$ cat src/rtl/serial_rx_pkg.sv
// Shared types and defaults for the receive-side serial-to-parallel stage.
package serial_rx_pkg;

  typedef enum logic [1:0] {
    HUNT   = 2'd0,
    SYNC   = 2'd1,
    ACTIVE = 2'd2
  } rx_state_e;

  localparam int              WIDTH_DEF    = 8;
  localparam logic [7:0]      COMMA_DEF    = 8'hBC;
  localparam int              BC_COUNT_DEF = 4;

endpackage

$ cat src/rtl/serial_par_rx_l2_comma_detect.sv
// Combinational compare of the candidate byte against the comma symbol.
module comma_detect #(
  parameter int               WIDTH = 8,
  parameter logic [WIDTH-1:0] COMMA = 8'hBC
) (
  input  logic [WIDTH-1:0] word,
  output logic             is_comma
);

  assign is_comma = (word == COMMA);

endmodule

$ cat src/rtl/serial_par_rx_l2.sv
// Serial-to-parallel receiver: comma hunt, alignment confirm, byte output
// held one byte period for the downstream 1:2 demux.
//
//  state  | meaning
//  HUNT   | bit-by-bit search for a comma in the shift window
//  SYNC   | counting consecutive commas on the tentative byte boundary
//  ACTIVE | aligned (sticky until reset); emit payload bytes on each boundary
module serial_par_rx_l2
  import serial_rx_pkg::*;
#(
  parameter int               WIDTH    = WIDTH_DEF,
  parameter logic [WIDTH-1:0] COMMA    = COMMA_DEF,
  parameter int               BC_COUNT = BC_COUNT_DEF
) (
  input  logic             clk_32f,
  input  logic             reset_L,
  input  logic             data_in,
  output logic [WIDTH-1:0] data_out,
  output logic             valid_out,
  output logic             byte_strobe,
  output logic             active
);

  localparam int BCW = $clog2(BC_COUNT + 1);
  localparam int BTW = $clog2(WIDTH);
  localparam logic [BTW-1:0] LAST_BIT = BTW'(WIDTH - 1);
  localparam logic [BCW-1:0] BC_TARGET = BCW'(BC_COUNT);

  rx_state_e        state;
  logic [WIDTH-1:0] shift_q;
  logic [BTW-1:0]   bit_cnt;
  logic [BCW-1:0]   bc_cnt;

  logic [WIDTH-1:0] nxt;
  logic             is_comma;
  logic             boundary;
  logic [BCW-1:0]   bc_inc;
  logic [BTW-1:0]   bit_cnt_nxt;

  assign nxt         = {shift_q[WIDTH-2:0], data_in};
  assign boundary    = (bit_cnt == LAST_BIT);
  assign bit_cnt_nxt = boundary ? '0 : bit_cnt + 1'b1;
  assign bc_inc      = (bc_cnt == BC_TARGET) ? bc_cnt : bc_cnt + 1'b1;

  comma_detect #(
    .WIDTH (WIDTH),
    .COMMA (COMMA)
  ) u_comma_detect (
    .word     (nxt),
    .is_comma (is_comma)
  );

  always_ff @(posedge clk_32f or negedge reset_L) begin
    if (!reset_L) begin
      state       <= HUNT;
      shift_q     <= '0;
      bit_cnt     <= '0;
      bc_cnt      <= '0;
      data_out    <= '0;
      valid_out   <= 1'b0;
      byte_strobe <= 1'b0;
      active      <= 1'b0;
    end else begin
      shift_q     <= nxt;
      byte_strobe <= 1'b0;
      case (state)
        HUNT: begin
          if (is_comma) begin
            bit_cnt <= '0;
            bc_cnt  <= BCW'(1);
            if (BC_COUNT == 1) begin
              state  <= ACTIVE;
              active <= 1'b1;
            end else begin
              state <= SYNC;
            end
          end
        end
        SYNC: begin
          bit_cnt <= bit_cnt_nxt;
          if (boundary) begin
            if (is_comma) begin
              bc_cnt <= bc_inc;
              // The completing boundary itself emits no strobe or data.
              if (bc_inc == BC_TARGET) begin
                state  <= ACTIVE;
                active <= 1'b1;
              end
            end else begin
              bc_cnt <= '0;
              state  <= HUNT;
            end
          end
        end
        ACTIVE: begin
          bit_cnt <= bit_cnt_nxt;
          if (boundary) begin
            byte_strobe <= 1'b1;
            if (is_comma) begin
              valid_out <= 1'b0;
            end else begin
              data_out  <= nxt;
              valid_out <= 1'b1;
            end
          end
        end
        default: state <= HUNT;
      endcase
    end
  end

endmodule
$ cat config.mk
export PLATFORM = sky130hd
export DESIGN_NAME = serial_par_rx_l2
export DESIGN_NICKNAME = d
export VERILOG_FILES = /design/src/rtl/serial_rx_pkg.sv /design/src/rtl/serial_par_rx_l2_comma_detect.sv /design/src/rtl/serial_par_rx_l2.sv
export SDC_FILE = /design/constraint.sdc
export NUM_CORES = 1
export LEC_CHECK = 0
export ABC_CLOCK_PERIOD_IN_PS = 1900
export CORE_MARGIN = 2
export CORE_UTILIZATION = 54
export DETAILED_ROUTE_END_ITERATION = 8
export PLACE_DENSITY = 0.82
export SLEW_MARGIN = 20
export SYNTH_ARGS = -nofsm -noshare
export SYNTH_HDL_FRONTEND = slang
export SYNTH_SLANG_ARGS = --single-unit
$ cat constraint.sdc
create_clock -name clk_32f -period 1.9 [get_ports clk_32f]
set_input_delay 0.285 -clock clk_32f [delete_from_list [all_inputs] [get_ports clk_32f]]
set_output_delay 0.285 -clock clk_32f [all_outputs]
set_load 0.03 [all_outputs]
==> impl_metrics.csv, run 1 <==
group,metric,value,unit
outcome,status,"completed",
logic_synthesis,syn-num-nets,104,
logic_synthesis,synth_top_area_share,53.8,%
global_routing,grt_pass1_wl,3710,µm
floorplan,rows,17,
global_routing,antenna_found_initial,0,
cells_and_area,area_growth_syn_to_layout,19.9,%
floorplan,start_util,55.8,%
sta,max_slew_margin,72.2,%
cells_and_area,finalNonFillerCells,143,
drt,drtIter0Drc,5,
logic_synthesis,syn-cell-area,0.00121,mm²
drt,wl_met2,1110,µm
pwr,p_comb_share,12.1,%
logic_synthesis,synth.ff_latch_count,26,
job,timing.max_cap.violations,0,
cells_and_area,n_antenna_cell,0,
worst_setup_path,ff2ff_path_depth,5,
cells_and_area,multi_input_comb_area,518,µm²
worst_setup_path,r2r_start,"bit_cnt[0]$_DFFE_PN0P_",
cells_and_area,final_cell_mix,"dfrtp_1, clkdlybuf4s50_1, mux2_1, ha_1, buf_4",
worst_setup_path,crit_top_cell,"ha_1",
placed_design,place_congestion,0.910,
sta,drv_slew,0,
pwr,seqPwrFrac,54.2,%
drt,remaining_drc_errors,0,
cts,ctsLongestPathBuffers,2,
cts,post_cts_resized,0,
sta,finClkSkew,0.00286,ns
worst_setup_path,cp_max_fo,9,
sta,tightestPinTransition,0.415,ns
floorplan,boundaryPins,14,
drt,finalWirelength,2150,µm
worst_setup_path,end_kind,"register",
sta,setup_tns,0,ns
drt,first_pass_iters,4,
worst_setup_path,worst_ep_arrival_time,1.98,ns
pwr,switchingPower,0.276,mW
placed_design,port_buffers,13,
cts,root_buffer,"clkbuf_4",
pwr,netSwitchingFraction,24.5,%
logic_synthesis,synth_cells,94,
sta,hold_violations,0,
sta,post-route-min-period,1.76,ns
worst_setup_path,regToRegEndpoint,"data_out[4]$_DFFE_PN0P_",
pwr,cellLeakagePower,0.670,nW
cells_and_area,layout.nets,126,
global_routing,grt-ovfl-total,0,
logic_synthesis,yosys-top-cells-area,"dfrtp_1, ha_1, mux2_1, a32o_1, buf_6",
worst_setup_path,critPathLaunchType,"register",
global_routing,grt_use_total,19.8,%
cells_and_area,drive_gt1_share,15.7,%
pwr,p_clk_share,33.7,%
floorplan,die_y,51.3,µm
cts,cts_tree,"built",
drt,avgViaCountPerCell,5.50,
drt,num_vias,786,
logic_synthesis,synth_top_area_cell,"dfrtp_1",
cts,h-tree-depth,1,
cts,cts_buffers,3,
logic_synthesis,synth_warnings,0,
floorplan,die-area,0.00264,mm²
floorplan,design.core.area,0.00217,mm²
worst_setup_path,cpLargestDelayFamily,"adder cells",
logic_synthesis,synthDistinctLibCells,36,
cts,cts.sinks,26,
worst_setup_path,r2r_slack,0.14,ns
placed_design,post-dp-hpwl,1550,µm
sta,fmax,567,MHz
placed_design,post-place-cells,139,
logic_synthesis,seq_area_frac_synth,53.8,%
cells_and_area,ff_latch_area,651,µm²
pwr,power.density,775,mW/mm²
worst_setup_path,critPathBufInv,0,
cts,insertion_delay,0.32,ns
drt,met3RoutedLength,86,µm
cells_and_area,fill_cells,160,
cts,clk_transition_reported_paths,0.14,ns
floorplan,die_x,51.3,µm
drt,highest_layer,"met4",
sta,setup_viol_count_final,0,
pwr,power.internal,0.849,mW
drt,drt-met1-wl,922,µm
worst_setup_path,crit_chain,"ha_1 > ha_1 > nand2_1 > nor2_4 > mux2_1",
sta,whs,0.299,ns
worst_setup_path,critical-path-max-stage-delay,0.43,ns
sta,rsz0062_at_grt,"no",
sta,finalCritPeriodShare,92.9,%
hold_path,hold_path_class,"in2async",
cells_and_area,mostFrequentLayoutCell,"dfrtp_1",
pwr,power.total,1.12,mW
logic_synthesis,syn_avg_cell_area,12.9,µm²
global_routing,grt_max_degree,27,
global_routing,grt_pass1_vias,775,
drt,detail_route.wl_per_cell,15.0,µm
pwr,peakVddDrop,0.000589,V
worst_setup_path,path_class,"reg2reg",
worst_setup_path,slowest_stage,"dfrtp_1",
worst_setup_path,required,2.12,ns
drt,antenna_left,0,
## logic make-up (layout without fill, tap and decap cells)
group,after synthesis,in the layout,synth area share [%]
AND/OR/NAND/NOR,22,22,12.6
AO/OA/AOI/OAI,24,24,15.7
adder cells (fa/ha/maj),7,7,7.24
flip-flops,26,26,53.8
buffers and inverters,7,28,3.41
XOR/XNOR,1,1,0.724
multiplexers,7,7,6.52
## worst max-delay path by stage
stage	slack [ns]	to	start	cells past startpoint
global placement	0.16	bc_cnt[1]$_DFFE_PN0P_	data_in	5
detailed placement	0.08	bit_cnt[0]$_DFFE_PN0P_	data_in	5
CTS	0.11	data_out[4]$_DFFE_PN0P_	bit_cnt[0]$_DFFE_PN0P_	5
global route	0.02	data_out[4]$_DFFE_PN0P_	bit_cnt[0]$_DFFE_PN0P_	5
floorplan	0.33	state[1]$_DFFE_PN0P_	state[1]$_DFFE_PN0P_	7
finish	0.14	data_out[4]$_DFFE_PN0P_	bit_cnt[0]$_DFFE_PN0P_	5
## power by group through the flow
stage | registers [mW] | logic, mW | clock network (mW)
floorplan | 0.612 | 0.0901 | 0
global placement | 0.616 | 0.128 | 0
detailed placement | 0.619 | 0.131 | 0
CTS | 0.609 | 0.136 | 0.388
global route | 0.614 | 0.151 | 0.409
finish | 0.609 | 0.136 | 0.379
## per-layer routing
layer | track usage [%] | vias up
met5 | 0 | -
met4 | 7.89 | 0
met3 | 2.05 | 4
met2 | 34.6 | 19
met1 | 25.1 | 376
li1 | - | 387
## synth_stat cells
cell type,instances
nor2b_4,1
nor2_4,2
nand4bb_2,1
o22a_1,1
a32o_1,3
mux2_1,7
o21ai_1,3
o21ai_2,1
nor2b_1,1
o211ai_1,1
nand3_1,1
a41o_1,1
or2_1,2
o311ai_0,1
a21oi_1,2
nand3b_1,1
dfrtp_1,26
nor2_1,3
o22ai_1,1
nor3b_1,1
xnor2_1,1
a22o_1,1
nand2_1,5
o31a_2,1
nor3_1,2
inv_1,5
a31o_1,1
nand4b_2,1
ha_1,7
o41ai_2,1
o31ai_1,1
o221ai_1,1
buf_6,2
o21ai_0,2
and2_1,1
a21o_1,2
## flip-flops by register name (all words and copies together) (netlist names)
name,flops
state,2
byte_strobe,1
data_out,8
active,1
bc_cnt,3
valid_out,1
shift_q,7
bit_cnt,3
## metrics by stage
stage / worst slack (ns) / util [%] / instance area [µm²]
floorplan: 0.334 / - / 1210
global placement: 0.159 / 64.4 / 1400
detailed placement: 0.0829 / 64.4 / 1400
CTS: 0.108 / 66.8 / 1450
global route: 0.0187 / 66.8 / 1450
finish: 0.135 / 66.8 / 1450
## worst reg2reg max path, delay by kind of cell (launching register included)
kind	cells	cell delay (ns)
adder cells (fa/ha/maj)	2	0.45
flip-flops	1	0.43
AND/OR/NAND/NOR	2	0.40
multiplexers	1	0.38
## repair_timing
action | CTS | global route
hold buffers | 0 | 0
endpoints found under the setup margin | 0 | 1
endpoints found under the hold margin | 0 | 0
setup buffers | 0 | 0
## cell type report
type,instances,share of cell area (%)
Clock buffer,3,1.55
Inverter,5,1.29
Timing Repair Buffer,19,12.1
Multi-Input combinational cell,61,35.7
Clock inverter,1,2.07
Sequential cell,26,44.9
Tap cell,28,2.42
(Power assumes the default switching activity.)
==> run 2, diff against run 1 <==
- PLACE_DENSITY: 0.82 -> 0.77
==> impl_metrics.csv, run 2 (synthesis results as in run 1) <==
group,metric,value,unit
outcome,status,"completed",
sta,hold_violations,0,
worst_setup_path,cp_max_fo,9,
drt,first_pass_iters,4,
global_routing,antenna_found_initial,0,
pwr,netSwitchingFraction,25.7,%
sta,rsz0062_at_grt,"no",
cells_and_area,final_cell_mix,"dfrtp_1, clkdlybuf4s50_1, mux2_1, ha_1",
floorplan,rows,17,
cells_and_area,drive_gt1_share,14.9,%
cts,cts_tree,"built",
sta,fmax,560,MHz
sta,finalCritPeriodShare,94.0,%
floorplan,start_util,55.8,%
job,timing.max_cap.violations,0,
worst_setup_path,path_class,"reg2reg",
pwr,cellLeakagePower,0.659,nW
worst_setup_path,cpLargestDelayFamily,"simple AND/OR/NAND/NOR gates",
cells_and_area,largest_register_ffs,8,
cells_and_area,layout.nets,125,
sta,layout_setup_ws,0.115,ns
sta,setup_viol_count_final,0,
worst_setup_path,required,2.11,ns
worst_setup_path,critPathLaunch,"bit_cnt[0]$_DFFE_PN0P_",
pwr,power.density,709,mW/mm²
worst_setup_path,critPathLaunchType,"register",
drt,finalWirelength,1990,µm
cells_and_area,area_growth_syn_to_layout,17.9,%
worst_setup_path,crit_chain,"ha_1 > ha_1 > nand2_1 > nor2_4 > mux2_1",
sta,finClkSkew,0.00323,ns
drt,remaining_drc_errors,0,
placed_design,place_congestion,0.920,
drt,antenna_left,0,
sta,drv_slew,0,
cts,cts.sinks,26,
floorplan,boundaryPins,14,
cells_and_area,fin_util,65.7,%
placed_design,placed_cell_area,0.00139,mm²
cells_and_area,top_register,"data_out",
cts,clk_transition_reported_paths,0.14,ns
floorplan,die_x,51.3,µm
cts,post_cts_resized,0,
cells_and_area,n_antenna_cell,0,
cts,cts_buffers,3,
sta,setup_tns,0,ns
sta,tightestPinTransition,0.386,ns
drt,avgViaCountPerCell,5.58,
placed_design,port_buffers,13,
cts,postCtsHoldBufs,0,
global_routing,grt_max_degree,27,
pwr,seqPwrFrac,60.0,%
pwr,p_clk_share,27.0,%
worst_setup_path,critPathBufInv,0,
floorplan,die-area,0.00264,mm²
placed_design,pre_cts_ws,0.0861,ns
cells_and_area,design_area,0.00143,mm²
drt,detail_route.wl_per_cell,14.0,µm
global_routing,grt_pass1_vias,819,
cts,ctsLongestPathBuffers,2,
sta,post-route-min-period,1.79,ns
cells_and_area,top_regs,"data_out: 8 flops, shift_q: 7 flops",
worst_setup_path,worst_ep_arrival_time,1.99,ns
worst_setup_path,slowest_stage,"dfrtp_1",
placed_design,post-dp-hpwl,1530,µm
pwr,peakVddDrop,0.000622,V
worst_setup_path,r2r_start,"bit_cnt[0]$_DFFE_PN0P_",
worst_setup_path,crit_top_cell,"ha_1",
global_routing,grt-ovfl-total,0,
global_routing,grt_use_total,17.8,%
cts,postCtsSetupBuffers,0,
pwr,power.internal,0.752,mW
cts,root_buffer,"clkbuf_4",
worst_setup_path,critical-path-max-stage-delay,0.40,ns
global_routing,grt_pass1_wl,3460,µm
sta,max_slew_margin,74.1,%
pwr,switchingPower,0.260,mW
worst_setup_path,end_kind,"register",
pwr,p_comb_share,12.9,%
cts,h-tree-depth,1,
cells_and_area,mostFrequentLayoutCell,"dfrtp_1",
floorplan,die_y,51.3,µm
cts,insertion_delay,0.31,ns
floorplan,design.core.area,0.00217,mm²
drt,drtIter0Drc,21,
hold_path,hold_path_class,"in2async",
drt,num_vias,793,
==> run 2: final timing paths <==
check                                          end  slack (ns)  cells after the start
max                        data_out[4]$_DFFE_PN0P_        0.11                      5
min                           state[0]$_DFFE_PN0P_        0.32                      2
max reg2reg                data_out[4]$_DFFE_PN0P_        0.11                      5
min reg2reg                   shift_q[6]$_DFF_PN0_        0.43                      0
max in group asynchronous     shift_q[2]$_DFF_PN0_        1.34                      2
min in group clk_32f          shift_q[6]$_DFF_PN0_        0.43                      0
==> run 2: stage by stage <==
| step | std cells | power [mW] | hold slack (ns) |
|---|---|---|---|
| floorplan | 94 | 0.703 | -0.0106 |
| global placement | 138 | 0.745 | 0.385 |
| detailed placement | 138 | 0.749 | 0.389 |
| CTS | 142 | 1.02 | 0.333 |
| global route | 142 | 1.05 | 0.344 |
| finish | 142 | 1.01 | 0.318 |
==> run 2: final cells by class <==
class	count	area, µm²
Multi-Input combinational cell	61	518
Clock buffer	4	36.3
Inverter	5	18.8
Fill cell	170	743
Tap cell	28	35.0
Timing Repair Buffer	18	168
Sequential cell	26	651
==> run 2: power groups by stage <==
stage / clock network, mW / registers, mW / logic, mW
after floorplan: 0 / 0.612 / 0.0901
after detailed placement: 0 / 0.618 / 0.130
after CTS: 0.278 / 0.607 / 0.131
after global routing: 0.299 / 0.611 / 0.143
final: 0.274 / 0.607 / 0.131
after global placement: 0 / 0.616 / 0.129
==> run 2: per-layer routing <==
| metal | routed length, µm | track usage [%] | vias up |
|---|---|---|---|
| met3 | 71 | 4.09 | 2 |
| met5 | 0 | 0 | - |
| li1 | - | - | 388 |
| met2 | 977 | 29.2 | 19 |
| met1 | 929 | 23.2 | 384 |
| met4 | 16 | 6.58 | 0 |
